==> src/rtl/alu_pkg.sv <==
// Shared definitions for the ALU execute stage: op encodings and the stored result/flag bundle.
package alu_pkg;

    localparam int ALU_WIDTH = 32;

    localparam logic [2:0] ALU_AND    = 3'b000;
    localparam logic [2:0] ALU_OR     = 3'b001;
    localparam logic [2:0] ALU_NOR    = 3'b010;
    localparam logic [2:0] ALU_XOR    = 3'b011;
    localparam logic [2:0] ALU_ADDSUB = 3'b100;

    typedef struct packed {
        logic [ALU_WIDTH-1:0] result;
        logic                 zero;
        logic                 carry;
        logic                 overflow;
        logic                 illegal;
    } alu_res_t;

endpackage

==> src/rtl/alu_core.sv <==
// Purely combinational ALU: applies the alucontrol/addsub pair to two operands and forms all flags.
module alu_core
    import alu_pkg::*;
#(
    parameter int  WIDTH = ALU_WIDTH,
    parameter type res_t = alu_res_t
) (
    input  logic [WIDTH-1:0] a,
    input  logic [WIDTH-1:0] b,
    input  logic [2:0]       alucontrol,
    input  logic             addsub,
    output res_t             res
);

    logic [WIDTH-1:0] bb_s;
    logic [WIDTH:0]   sum_s;
    logic [WIDTH-1:0] result_s;

    // Shared adder: subtraction is a + ~b + 1, so carry=1 means no borrow.
    always_comb begin
        bb_s  = b ^ {WIDTH{addsub}};
        sum_s = {1'b0, a} + {1'b0, bb_s} + {{WIDTH{1'b0}}, addsub};
    end

    // Op select and flag formation; undefined codes yield a zero result with illegal set.
    always_comb begin
        res      = '0;
        result_s = {WIDTH{1'b0}};
        case (alucontrol)
            ALU_AND: result_s = a & b;
            ALU_OR:  result_s = a | b;
            ALU_NOR: result_s = ~(a | b);
            ALU_XOR: result_s = a ^ b;
            ALU_ADDSUB: begin
                result_s     = sum_s[WIDTH-1:0];
                res.carry    = sum_s[WIDTH];
                res.overflow = (a[WIDTH-1] == bb_s[WIDTH-1]) && (sum_s[WIDTH-1] != a[WIDTH-1]);
            end
            default: begin
                result_s    = {WIDTH{1'b0}};
                res.illegal = 1'b1;
            end
        endcase
        res.result = result_s;
        res.zero   = (result_s == {WIDTH{1'b0}});
    end

endmodule

==> src/rtl/alu_exec_stage.sv <==
// Registered ALU execute stage with valid/ready on both sides; an output register plus a skid
// register give full throughput while keeping in_ready a pure register output.
module alu_exec_stage
    import alu_pkg::*;
#(
    parameter int WIDTH = ALU_WIDTH
) (
    input  logic             clk,
    input  logic             reset,
    input  logic             in_valid,
    output logic             in_ready,
    input  logic [WIDTH-1:0] a,
    input  logic [WIDTH-1:0] b,
    input  logic [2:0]       alucontrol,
    input  logic             addsub,
    output logic             out_valid,
    input  logic             out_ready,
    output logic [WIDTH-1:0] result,
    output logic             zero,
    output logic             carry,
    output logic             overflow,
    output logic             illegal
);

    typedef struct packed {
        logic [WIDTH-1:0] result;
        logic             zero;
        logic             carry;
        logic             overflow;
        logic             illegal;
    } stage_res_t;

    stage_res_t new_res_s;
    stage_res_t out_r;
    stage_res_t skid_r;
    logic       out_valid_r;
    logic       skid_full_r;
    logic       acc_s;
    logic       fre_s;

    alu_core #(
        .WIDTH (WIDTH),
        .res_t (stage_res_t)
    ) u_core (
        .a          (a),
        .b          (b),
        .alucontrol (alucontrol),
        .addsub     (addsub),
        .res        (new_res_s)
    );

    // Accept and output-slot-free conditions; in_ready depends only on registered skid state.
    always_comb begin
        acc_s = in_valid && !skid_full_r;
        fre_s = !out_valid_r || out_ready;
    end

    // Output register and skid register; the skid always drains ahead of new ops to keep FIFO order.
    always_ff @(posedge clk or posedge reset) begin
        if (reset) begin
            out_r       <= '0;
            skid_r      <= '0;
            out_valid_r <= 1'b0;
            skid_full_r <= 1'b0;
        end else if (fre_s && skid_full_r) begin
            out_r       <= skid_r;
            out_valid_r <= 1'b1;
            if (acc_s) begin
                skid_r      <= new_res_s;
                skid_full_r <= 1'b1;
            end else begin
                skid_full_r <= 1'b0;
            end
        end else if (fre_s) begin
            if (acc_s) begin
                out_r       <= new_res_s;
                out_valid_r <= 1'b1;
            end else begin
                out_valid_r <= 1'b0;
            end
        end else if (acc_s) begin
            skid_r      <= new_res_s;
            skid_full_r <= 1'b1;
        end else begin
            out_r       <= out_r;
            skid_r      <= skid_r;
            out_valid_r <= out_valid_r;
            skid_full_r <= skid_full_r;
        end
    end

    assign in_ready  = !skid_full_r;
    assign out_valid = out_valid_r;
    assign result    = out_r.result;
    assign zero      = out_r.zero;
    assign carry     = out_r.carry;
    assign overflow  = out_r.overflow;
    assign illegal   = out_r.illegal;

endmodule

==> config.mk <==
export PLATFORM = sky130hd
export DESIGN_NAME = alu_exec_stage
export DESIGN_NICKNAME = d
export VERILOG_FILES = /design/src/rtl/alu_pkg.sv /design/src/rtl/alu_core.sv /design/src/rtl/alu_exec_stage.sv
export SDC_FILE = /design/constraint.sdc
export NUM_CORES = 1
export LEC_CHECK = 0
export CORE_MARGIN = 2
export CORE_UTILIZATION = 40
export DETAILED_ROUTE_END_ITERATION = 16
export SYNTH_ARGS = -nofsm -noshare
export SYNTH_HDL_FRONTEND = slang
export SYNTH_HIERARCHICAL = 1
export SYNTH_SLANG_ARGS = --single-unit
==> constraint.sdc <==
create_clock -name clk -period 7.9 [get_ports clk]
set_input_delay 2.37 -clock clk [delete_from_list [all_inputs] [get_ports clk]]
set_output_delay 2.37 -clock clk [all_outputs]
set_load 0.05 [all_outputs]
# Word level (Yosys, flattened, before mapping)
# Index checks and enable logic that the tools add are counted.
[classes] mul=0 add_sub_neg=2 n_lt_le_gt_ge=0 n_reduce_logical=13 mux=15 n_div=0 eq_ne=7 n_shift=0 bitwise_logic=5
[ops] operator="$mux 36" n=6
[ops] operator="$pmux 32 s5" n=1
[ops] operator="$xor 32x32->32" n=2
[ops] operator="$add 32x32->33" n=1
[ops] operator="$add 33x1->33" n=1
[ops] operator="$and 32x32->32" n=1
[ops] operator="$logic_not 32->1" n=1
[ops] operator="$not 32->32" n=1
[ops] operator="$or 32x32->32" n=1
[ops] operator="$mux 1" n=7
[ops] operator="$eq 3x2->1 const B" n=2
[ops] operator="$reduce_or 5->1" n=1
[ops] operator="$reduce_and 2->1" n=2
[ops] operator="$reduce_bool 2->1" n=2
[ops] operator="$eq 3x1->1 const B" n=1
[ops] operator="$eq 3x3->1 const B" n=1
[ops] operator="$logic_and 1x1->1" n=3
[ops] operator="$logic_not 3->1" n=1
[ops] operator="$logic_not 1->1" n=2
[ops] operator="$mux 2" n=1
[ops] operator="$ne 2x1->1 const B" n=1
[ops] operator="$eq 1x1->1" n=1
[ops] operator="$logic_or 1x1->1" n=1
[ops] operator="$ne 1x1->1" n=1
[totals] word_cells=54 register_bits=74 mem_bits_rw=0 input_bits=72 romBits=0 mem_count=0 latchBits=0 out_inout_bits=38

# Depth between registers and ports, before layout
# Gate-level depths: netlist of the first run.
[logic_depth] word_depth=9 ltp_mapped=16

# Cells and area by module
# Netlist of the first run, hierarchy kept.
[modules_own_cells] mod="alu_core" instances=1 area_per_inst_um2=4973.5 cells_each=707 seq_area_each_um2=0.0
[modules_own_cells] mod="alu_exec_stage" instances=1 area_per_inst_um2=3439.5 cells_each=202 seq_area_each_um2=1851.8

# Worst setup path before layout of the first run
# OpenSTA, ideal clock, no wires.
[synth_timing] kind="input-to-reg" start="in addsub" end="reg out_r (netlist bit zero)" arrival_ns=5.722 required_ns=7.775 path_buffers=2 path_stages=15 setup_slack_ns=2.053 setup_ns=0.125 path_cell_list="clkbuf_1 > clkbuf_1 > xor2_1 > ha_1 > a2111oi_0 > o21ai_0 > o2bb2ai_1 > o21a_1 > o21a_1 > o32ai_1 > nor4_1 > nand4bb_1 > nor2_1 > mux2_2 > mux2_4"
[synth_lines] item="start, declared" line="alu_exec_stage.sv:15" rtl="input logic addsub,"
[synth_lines] item="end signal, assigned" line="alu_exec_stage.sv:66" rtl="out_r <= skid_r;"
[synth_lines] item="end signal, assigned" line="alu_exec_stage.sv:76" rtl="out_r <= new_res_s;"
[synth_lines] item="end signal, assigned" line="alu_exec_stage.sv:85" rtl="out_r <= out_r;"
[synth_lines] item="end, declared" line="alu_exec_stage.sv:34" rtl="stage_res_t out_r;"

==> results of run 1 <==
==> cells by family after synthesis <==
group | after synthesis | synth area share, %
buf+inv | 141 | 7.90
fa+ha+maj | 103 | 15.4
simple gates | 198 | 12.3
compound gates | 195 | 15.6
mux | 159 | 22.8
flops | 74 | 22.0
xor+xnor | 39 | 4.06
==> metrics by stage <==
stage          utilization (%)  hold WS [ps]  cell area, sq um  instances  total power [W]
5_1_grt                   47.3           499              9850       1269          0.00188
2_1_floorplan                -           452              8410        909          0.00115
4_1_cts                   47.3           485              9850       1269          0.00178
6_report                  47.3           482              9850       1269          0.00177
3_5_place_dp              46.1           473              9600       1253          0.00142
3_3_place_gp              46.1           462              9600       1253          0.00141
==> registers in the layout, indices dropped and copies added, names as in the netlist <==
register / flops
skid_r: 36
result: 32
carry: 1
illegal: 1
out_valid: 1
overflow: 1
skid_full_r: 1
zero: 1
==> worst max path at each step <==
stage	slack, ps	startpoint	endpoint	depth (start not counted)
finish	1590	addsub	result[31]$_DFFE_PP0P_	14
global route	1330	addsub	result[31]$_DFFE_PP0P_	14
CTS	1720	addsub	result[31]$_DFFE_PP0P_	14
detailed placement	1400	addsub	result[31]$_DFFE_PP0P_	14
global placement	1470	addsub	zero$_DFFE_PP0P_	15
floorplan	2050	addsub	zero$_DFFE_PP0P_	15
==> placed cells by master, fill, tap and decap left out, types with 11 or more instances in the layout <==
master / netlist / layout
clkdlybuf4s50_1: 0 / 106
ha_1: 102 / 102
inv_1: 90 / 89
dfrtp_1: 74 / 73
nand2_1: 57 / 57
mux2_4: 48 / 48
mux2i_1: 45 / 45
a21oi_1: 42 / 42
o21ai_0: 39 / 39
nor2_1: 38 / 38
xor2_1: 34 / 34
mux2_1: 33 / 33
mux2_2: 33 / 33
nand4_1: 17 / 17
a21o_1: 13 / 13
nand3_1: 13 / 13
buf_4: 6 / 11
a211oi_1: 11 / 11
==> cell type report <==
| cell class | count | area [sq um] | area share [%] |
|---|---|---|---|
| tap | 275 | 344 | 3.49 |
| timing repair buffer | 120 | 1160 | 11.8 |
| sequential | 74 | 1850 | 18.8 |
| inverter | 90 | 338 | 3.43 |
| multi-input combinational | 694 | 5910 | 60.0 |
| clock buffer | 16 | 251 | 2.55 |
==> metal layers <==
layer / routed length (um) / up-vias
li1: - / 3422
met1: 9990 / 3313
met3: 876 / 22
met5: 0 / -
met2: 10900 / 157
met4: 355 / 0
==> power breakdown <==
part	switching (W)	total (W)	internal [W]
sequential	0.0000558	0.000527	0.000472
clock	0.000141	0.000355	0.000213
combinational	0.000503	0.000885	0.000382
total	0.000701	0.00177	0.00107
==> critical path, cell delays in order <==
cell      delay (ps)
buf_2            450
buf_4            380
xor2_1           110
ha_1             400
and3_1           230
nor3b_1          210
nor3b_1          610
o211ai_1         250
and2_1           250
a41oi_1          350
mux2i_1          290
nand2_1          100
mux2_2           260
mux2_4           250
==> summary.txt, run 1 <==
outcome = complete, no violations
Worst-Margin Slew = 1110 ps
layout cells sized above 1 = 12.4%
syn nets = 1084
initial antenna violation count = 0
vias in the first global route = 6705
Mapped Area = 8410 sq um
most instantiated cells after synthesis = ha_1 (102), inv_1 (90), dfrtp_1 (74)
crit path max fanout = 17
CTS tree = yes
RSZ-0062 raised after global routing = no
Cell Rows = 53
Core Region = 20800 sq um
Via density = 5.45
Longest Clk Path Bufs = 2
Synth async-reset ratio = 100%
Setup TNS = 0 ps
antenna fix cells = 0
grt met1 use = 26.6%
Post-synth EDFFs = 0
r2r setup slk = 5460 ps
hold path depth = 1
Die X = 149 um
Hold EP = skid_r[0]$_DFFE_PP0P_
most frequent cell after synthesis = ha_1
Syn Inst Count = 909
met3 Track Usage GR = 2.91%
Critical R2R Launch = skid_full_r$_DFFE_PP0P_
pin count of the biggest net entering global routing = 75
Final WS setup = 1590 ps
worst endpoint required time = 8120 ps
Filler Cell Count = 2049
boundary pin count = 110
hpwl dp = 17300 um
CTS Hold Bufs = 0
WL final = 22100 um
Remaining DRCs = 0
Critical Path Start Type = input pin
HP Start = skid_r[0]$_DFFE_PP0P_
Synth area leader = dfrtp_1
Final Hold Viols = 0
Hold WC Path Type = reg -> reg
Final period util = 79.9%
total global-route track usage = 20.4%
first-pass GRT wire length = 36000 um
max-slew violations = 0
Max Clock Skew = 4.01 ps
Initial Util = 40.4%
share of the synthesized area in the top cell type = 22.0%
Resized Gates After CTS = 0
Final #Nets = 1164
htree depth = 3
port bufs = 109
count of final setup violators = 0
setup bufs post-CTS = 0
Max-cap violations = 0
reg2reg end = result[28]$_DFFE_PP0P_
CTS buffer count = 9
post-route ant nets = 0
pwr dens = 179 nW/um^2
layout overhead on the synthesized area = 17.1%
routability congestion estimate = 0.905
critical path type = in -> reg
Syn Area/Cell = 9.26 sq um
Slew HR = 25.8%
Die Y = 149 um
via count = 6914
crit path DAT = 6530 ps
R2R depth = 3
die footprint = 22200 sq um
CTS sink count = 74
sequential element share of the synthesized area = 22.0%
drt pass-1 iters = 7
Place WS = 1400 ps
Cell variety after synth = 72
Max VDD drop = 0.104 mV
Most Crowded Layer GR = met2
Detailed Route Iter0 Violations = 388
Ys Warns = 6
post-layout min period = 6310 ps
fmax = 158 MHz
Critical Path Sink Type = register
DR WL/cell = 17.4 um
Skew-Pair Late Insertion Delay = 330 ps
aggregate global routing overflow = 0
Clock Pin Slew Worst Setup and Hold Paths = 50 ps
top post-synthesis cells by area = dfrtp_1 (22%), ha_1 (15%), mux2_4 (8.6%)
Clock Root Buffer = clkbuf_16
flops & latches, synth = 74
Pleak = 4.66 nW
Post-synth top flop = dfrtp_1
grt met2 use = 35.9%
Note: power is estimated with default switching activity, not from simulation.
==> run 2, diff against run 1 <==
==> constraint.sdc (replaced) <==
create_clock -name clk -period 5.44 [get_ports clk]
set_input_delay 1.632 -clock clk [delete_from_list [all_inputs] [get_ports clk]]
set_output_delay 1.632 -clock clk [all_outputs]
set_load 0.05 [all_outputs]
==> run 2 against run 1 <==
  * Critical path depth stayed put
  * Global-route usage is 0.43 points higher
  * Clock skew is 3.2 ps higher
==> summary.txt, run 2 (synthesized netlist as in run 1, its figures left out) <==
Final period util = 93.1%
Worst path slowest cell = clkdlybuf4s50_1
RSZ-0062 raised after global routing = no
crit path cell chain = clkdlybuf4s50_1, xor2_1, inv_1, fa_1, and3b_1, o2111ai_1, a21bo_2, a21oi_1, o21ba_2, o221ai_1, mux2i_1, o21ai_0, mux2_4, mux2_4
Die X = 149 um
drt pass-1 iters = 4
Hold EP = skid_r[28]$_DFFE_PP0P_
WL final = 22500 um
CTS sink count = 74
layout overhead on the synthesized area = 19.9%
crit path max fanout = 4
die footprint = 22200 sq um
worst endpoint required time = 5650 ps
Slew HR = 27.2%
Final #Nets = 1191
Via density = 5.41
layout cells sized above 1 = 15.1%
Core Region = 20800 sq um
CTS buffer count = 9
count of final setup violators = 0
crit-path most repeated cell = mux2_4
reg2reg end = result[4]$_DFFE_PP0P_
Clock Root Buffer = clkbuf_16
aggregate global routing overflow = 0
final instance area = 10100 sq um
outcome = complete, no violations
CTS Hold Bufs = 0
pwr dens = 258 nW/um^2
R2R depth = 3
Critical R2R Launch = skid_full_r$_DFFE_PP0P_
Skew-Pair Late Insertion Delay = 330 ps
Pleak = 4.81 nW
antenna fix cells = 0
critical path's top delay family = compound AO/OA/AOI/OAI gates
via count = 7014
Final WS setup = 375 ps
Max Clock Skew = 7.17 ps
most frequent cells in the layout = clkdlybuf4s50_1 (106), ha_1 (102), inv_1 (89)
post-route ant nets = 0
Detailed Route Iter0 Violations = 385
Critical Path Start Type = input pin
Final Hold Viols = 0
max-slew violations = 0
hold slack = 483 ps
post-layout min period = 5070 ps
Worst path max stage delay = 520 ps
port bufs = 109
Setup TNS = 0 ps
Worst-Margin Slew = 1090 ps
hold path depth = 1
Clock Pin Slew Worst Setup and Hold Paths = 50 ps
Die Y = 149 um
crit path DAT = 5280 ps
vias in the first global route = 6999
fmax = 197 MHz
sum of buffers and inverters on the critical path = 2
initial antenna violation count = 0
boundary pin count = 110
hpwl dp = 18000 um
Largest register FFs = 36
Remaining DRCs = 0
Total Power = 0.00261 W
total global-route track usage = 20.9%
r2r setup slk = 2800 ps
Place WS = -65.3 ps
commonest non-fill, non-tap cell in the layout = clkdlybuf4s50_1
first-pass GRT wire length = 36900 um
HP Start = skid_r[28]$_DFFE_PP0P_
Max-cap violations = 0
CTS tree = yes
routability congestion estimate = 0.930
Longest Clk Path Bufs = 2
critical path type = in -> reg
Hold WC Path Type = reg -> reg
Largest Register = skid_r
Initial Util = 40.4%
Max VDD drop = 0.150 mV
DR WL/cell = 17.4 um
Cell Rows = 53
htree depth = 3
Placement Cell Area = 9830 sq um
Critical Path Sink Type = register
pin count of the biggest net entering global routing = 41
[run 2: timing repair]
item	CTS	global route
setup endpoints to repair	0	1
buffers inserted	0	0
resized for setup	0	2
[run 2: how the worst max path moves through the flow]
stage	startpoint	endpoint	slack [ps]	cells past startpoint
after global routing	b[2]	zero$_DFFE_PP0P_	40	14
final	b[1]	result[30]$_DFFE_PP0P_	370	14
after CTS	b[0]	zero$_DFFE_PP0P_	270	14
after floorplan	addsub	zero$_DFFE_PP0P_	330	15
after detailed placement	b[0]	zero$_DFFE_PP0P_	-70	14
after global placement	b[0]	zero$_DFFE_PP0P_	40	14
[run 2: report_power, final]
part / switching, W / internal [W] / leakage (nW)
Sequential: 0.0000839 / 0.000685 / 0.949
Combinational: 0.000742 / 0.000582 / 3.73
Clock: 0.000209 / 0.000305 / 0.130
[run 2: layer usage]
| layer | share of wire [%] | track usage (%) |
|---|---|---|
| met2 | 48 | 36.6 |
| met3 | 4.6 | 2.78 |
| met5 | 0 | 0 |
| met4 | 1.7 | 4.67 |
| met1 | 45 | 27.3 |
[run 2: layout make-up]
class	count	area, sq um
Timing Repair Buffer	147	1390
Inverter	90	338
Fill cell	1981	10700
Multi-Input combinational cell	694	5910
Clock buffer	12	236
Tap cell	275	344
Sequential cell	74	1850
Clock inverter	4	20.0
[run 2: per-stage QoR]
step	utilization, %	instances
6_report	48.4	1296
5_1_grt	48.4	1296
4_1_cts	48.4	1296
3_5_place_dp	47.2	1280
3_3_place_gp	47.2	1280
2_1_floorplan	-	909
==> run 3, diff against run 2 <==
--- a/config.mk
+++ b/config.mk
@@ -5,7 +5,8 @@
 export SDC_FILE = /design/constraint.sdc
 export NUM_CORES = 1
 export LEC_CHECK = 0
-export CORE_MARGIN = 2
+export CAP_MARGIN = 20
+export CORE_MARGIN = 3
 export CORE_UTILIZATION = 40
 export DETAILED_ROUTE_END_ITERATION = 16
 export SYNTH_ARGS = -nofsm -noshare
==> run 3 against run 2 <==
  * Core utilization is 1.1 points higher
  * Worst hold slack worse by 3.0 ps
  * Sequential cell count stayed put
  * Count of clock-buffer cells in the layout is 3 higher
  * First-iteration DRC count is 11% higher
  * Register-to-register slack better by 240 ps
  * Cell area is 0.38% higher
  * Clock power is 2% lower
  * Power is 0.17% lower
  * Critical path type unchanged
  * Largest cell class unchanged
==> summary.txt, run 3 (synthesized netlist as in run 1, its figures left out) <==
sum of buffers and inverters on the critical path = 2
pwr dens = 257 nW/um^2
Remaining DRCs = 0
fmax = 196 MHz
hpwl dp = 17800 um
Largest Register = skid_r
Final period util = 94.0%
HP Start = skid_r[23]$_DFFE_PP0P_
Place WS = -137 ps
RSZ-0062 raised after global routing = no
CTS sink count = 74
Final Hold Viols = 0
initial antenna violation count = 0
Die X = 151 um
outcome = complete, no violations
Longest Clk Path Bufs = 2
worst endpoint required time = 5710 ps
CTS buffer count = 9
reg2reg end = overflow$_DFFE_PP0P_
WL final = 22400 um
Hold WC Path Type = reg -> reg
Detailed Route Iter0 Violations = 428
vias in the first global route = 6702
Critical Path Sink Type = register
pin count of the biggest net entering global routing = 50
critical path type = in -> reg
final non-filler cell total = 1295
hold path depth = 1
drt pass-1 iters = 5
post-route ant nets = 0
first-pass GRT wire length = 35400 um
routability congestion estimate = 0.904
via count = 7030
most frequent cells in the layout = clkdlybuf4s50_1 (106), ha_1 (102), inv_1 (89)
layout overhead on the synthesized area = 20.4%
Pleak = 4.83 nW
Worst path max stage delay = 520 ps
die footprint = 22800 sq um
Worst-Margin Slew = 629 ps
crit path DAT = 5380 ps
post-layout min period = 5110 ps
boundary pin count = 110
Max VDD drop = 0.170 mV
Largest register FFs = 36
Die Y = 151 um
Placement Cell Area = 9850 sq um
crit path cell chain = clkdlybuf4s50_1, xor2_1, inv_1, fa_1, and3b_1, o2111ai_1, a21boi_0, nor3_1, nor3_1, o31ai_1, nor4_1, nand4bb_1, nor2_1, mux2_2, mux2_4
DR WL/cell = 17.3 um
Initial Util = 41.2%
final instance area = 10100 sq um
commonest non-fill, non-tap cell in the layout = clkdlybuf4s50_1
Final #Nets = 1196
critical path's top delay family = simple AND/OR/NAND/NOR gates
max-slew violations = 0
Via density = 5.43
Cell Rows = 52
Critical Path Start Type = input pin
layout cells sized above 1 = 15.2%
Clock Root Buffer = clkbuf_16
r2r setup slk = 3040 ps
Worst path slowest cell = clkdlybuf4s50_1
placed cell count = 1278
Hold EP = skid_r[23]$_DFFE_PP0P_
Slew HR = 58.1%
Util after Layout = 49.6%
port bufs = 109
aggregate global routing overflow = 0
Max Clock Skew = 3.43 ps
Total Power = 0.00260 W
Filler Cell Count = 1974
antenna fix cells = 0
crit path max fanout = 4
Core Region = 20400 sq um
Final WS setup = 329 ps
crit path launch = b[1]
Skew-Pair Late Insertion Delay = 330 ps
crit-path most repeated cell = nor3_1
Max-cap violations = 0
CTS tree = yes
R2R depth = 4
htree depth = 3
Critical R2R Launch = skid_full_r$_DFFE_PP0P_
Clock Pin Slew Worst Setup and Hold Paths = 50 ps
total global-route track usage = 19.5%
count of final setup violators = 0
## run 3: worst max-delay path by stage
stage	cells after the start	slack, ps	endpoint
final	15	330	zero$_DFFE_PP0P_
after detailed placement	14	-140	zero$_DFFE_PP0P_
after CTS	14	210	zero$_DFFE_PP0P_
after global routing	14	3	zero$_DFFE_PP0P_
after global placement	14	-80	zero$_DFFE_PP0P_
after floorplan	15	330	zero$_DFFE_PP0P_
## run 3: timing repair
item / 4_1_cts / 5_1_grt
setup buffers: 0 / 0
setup endpoints to repair: 0 / 1
hold buffers: 0 / 0
endpoints found under the hold margin: 0 / 0
gates resized for setup: 0 / 2
## run 3: metal layers
layer,part of all wire [%],global-route usage [%],up-vias
li1,-,-,3494
met1,45,25.8,3340
met2,47,32.8,171
met3,5.3,3.83,25
met4,2.0,4.85,0
met5,0,0,-
## run 3: through the flow
stage / setup TNS, ps / hold slack, ps
2_1_floorplan: 0 / 452
3_3_place_gp: -84.8 / 462
3_5_place_dp: -137 / 473
4_1_cts: 0 / 484
5_1_grt: 0 / 494
6_report: 0 / 480
## run 3: final cells by class
class,instances,area [sq um],area share (%)
Multi-Input combinational cell,694,5910,58.4
Sequential cell,74,1850,18.3
Timing Repair Buffer,152,1440,14.2
Inverter,90,338,3.34
Tap cell,270,338,3.34
Clock buffer,15,248,2.45
## run 3: report_power, final
| part | total, W | switching, W | leakage, nW | internal, W |
|---|---|---|---|---|
| Clock | 0.000507 | 0.000200 | 0.118 | 0.000307 |
| Combinational | 0.00134 | 0.000752 | 3.76 | 0.000585 |
| Sequential | 0.000759 | 0.0000732 | 0.949 | 0.000685 |
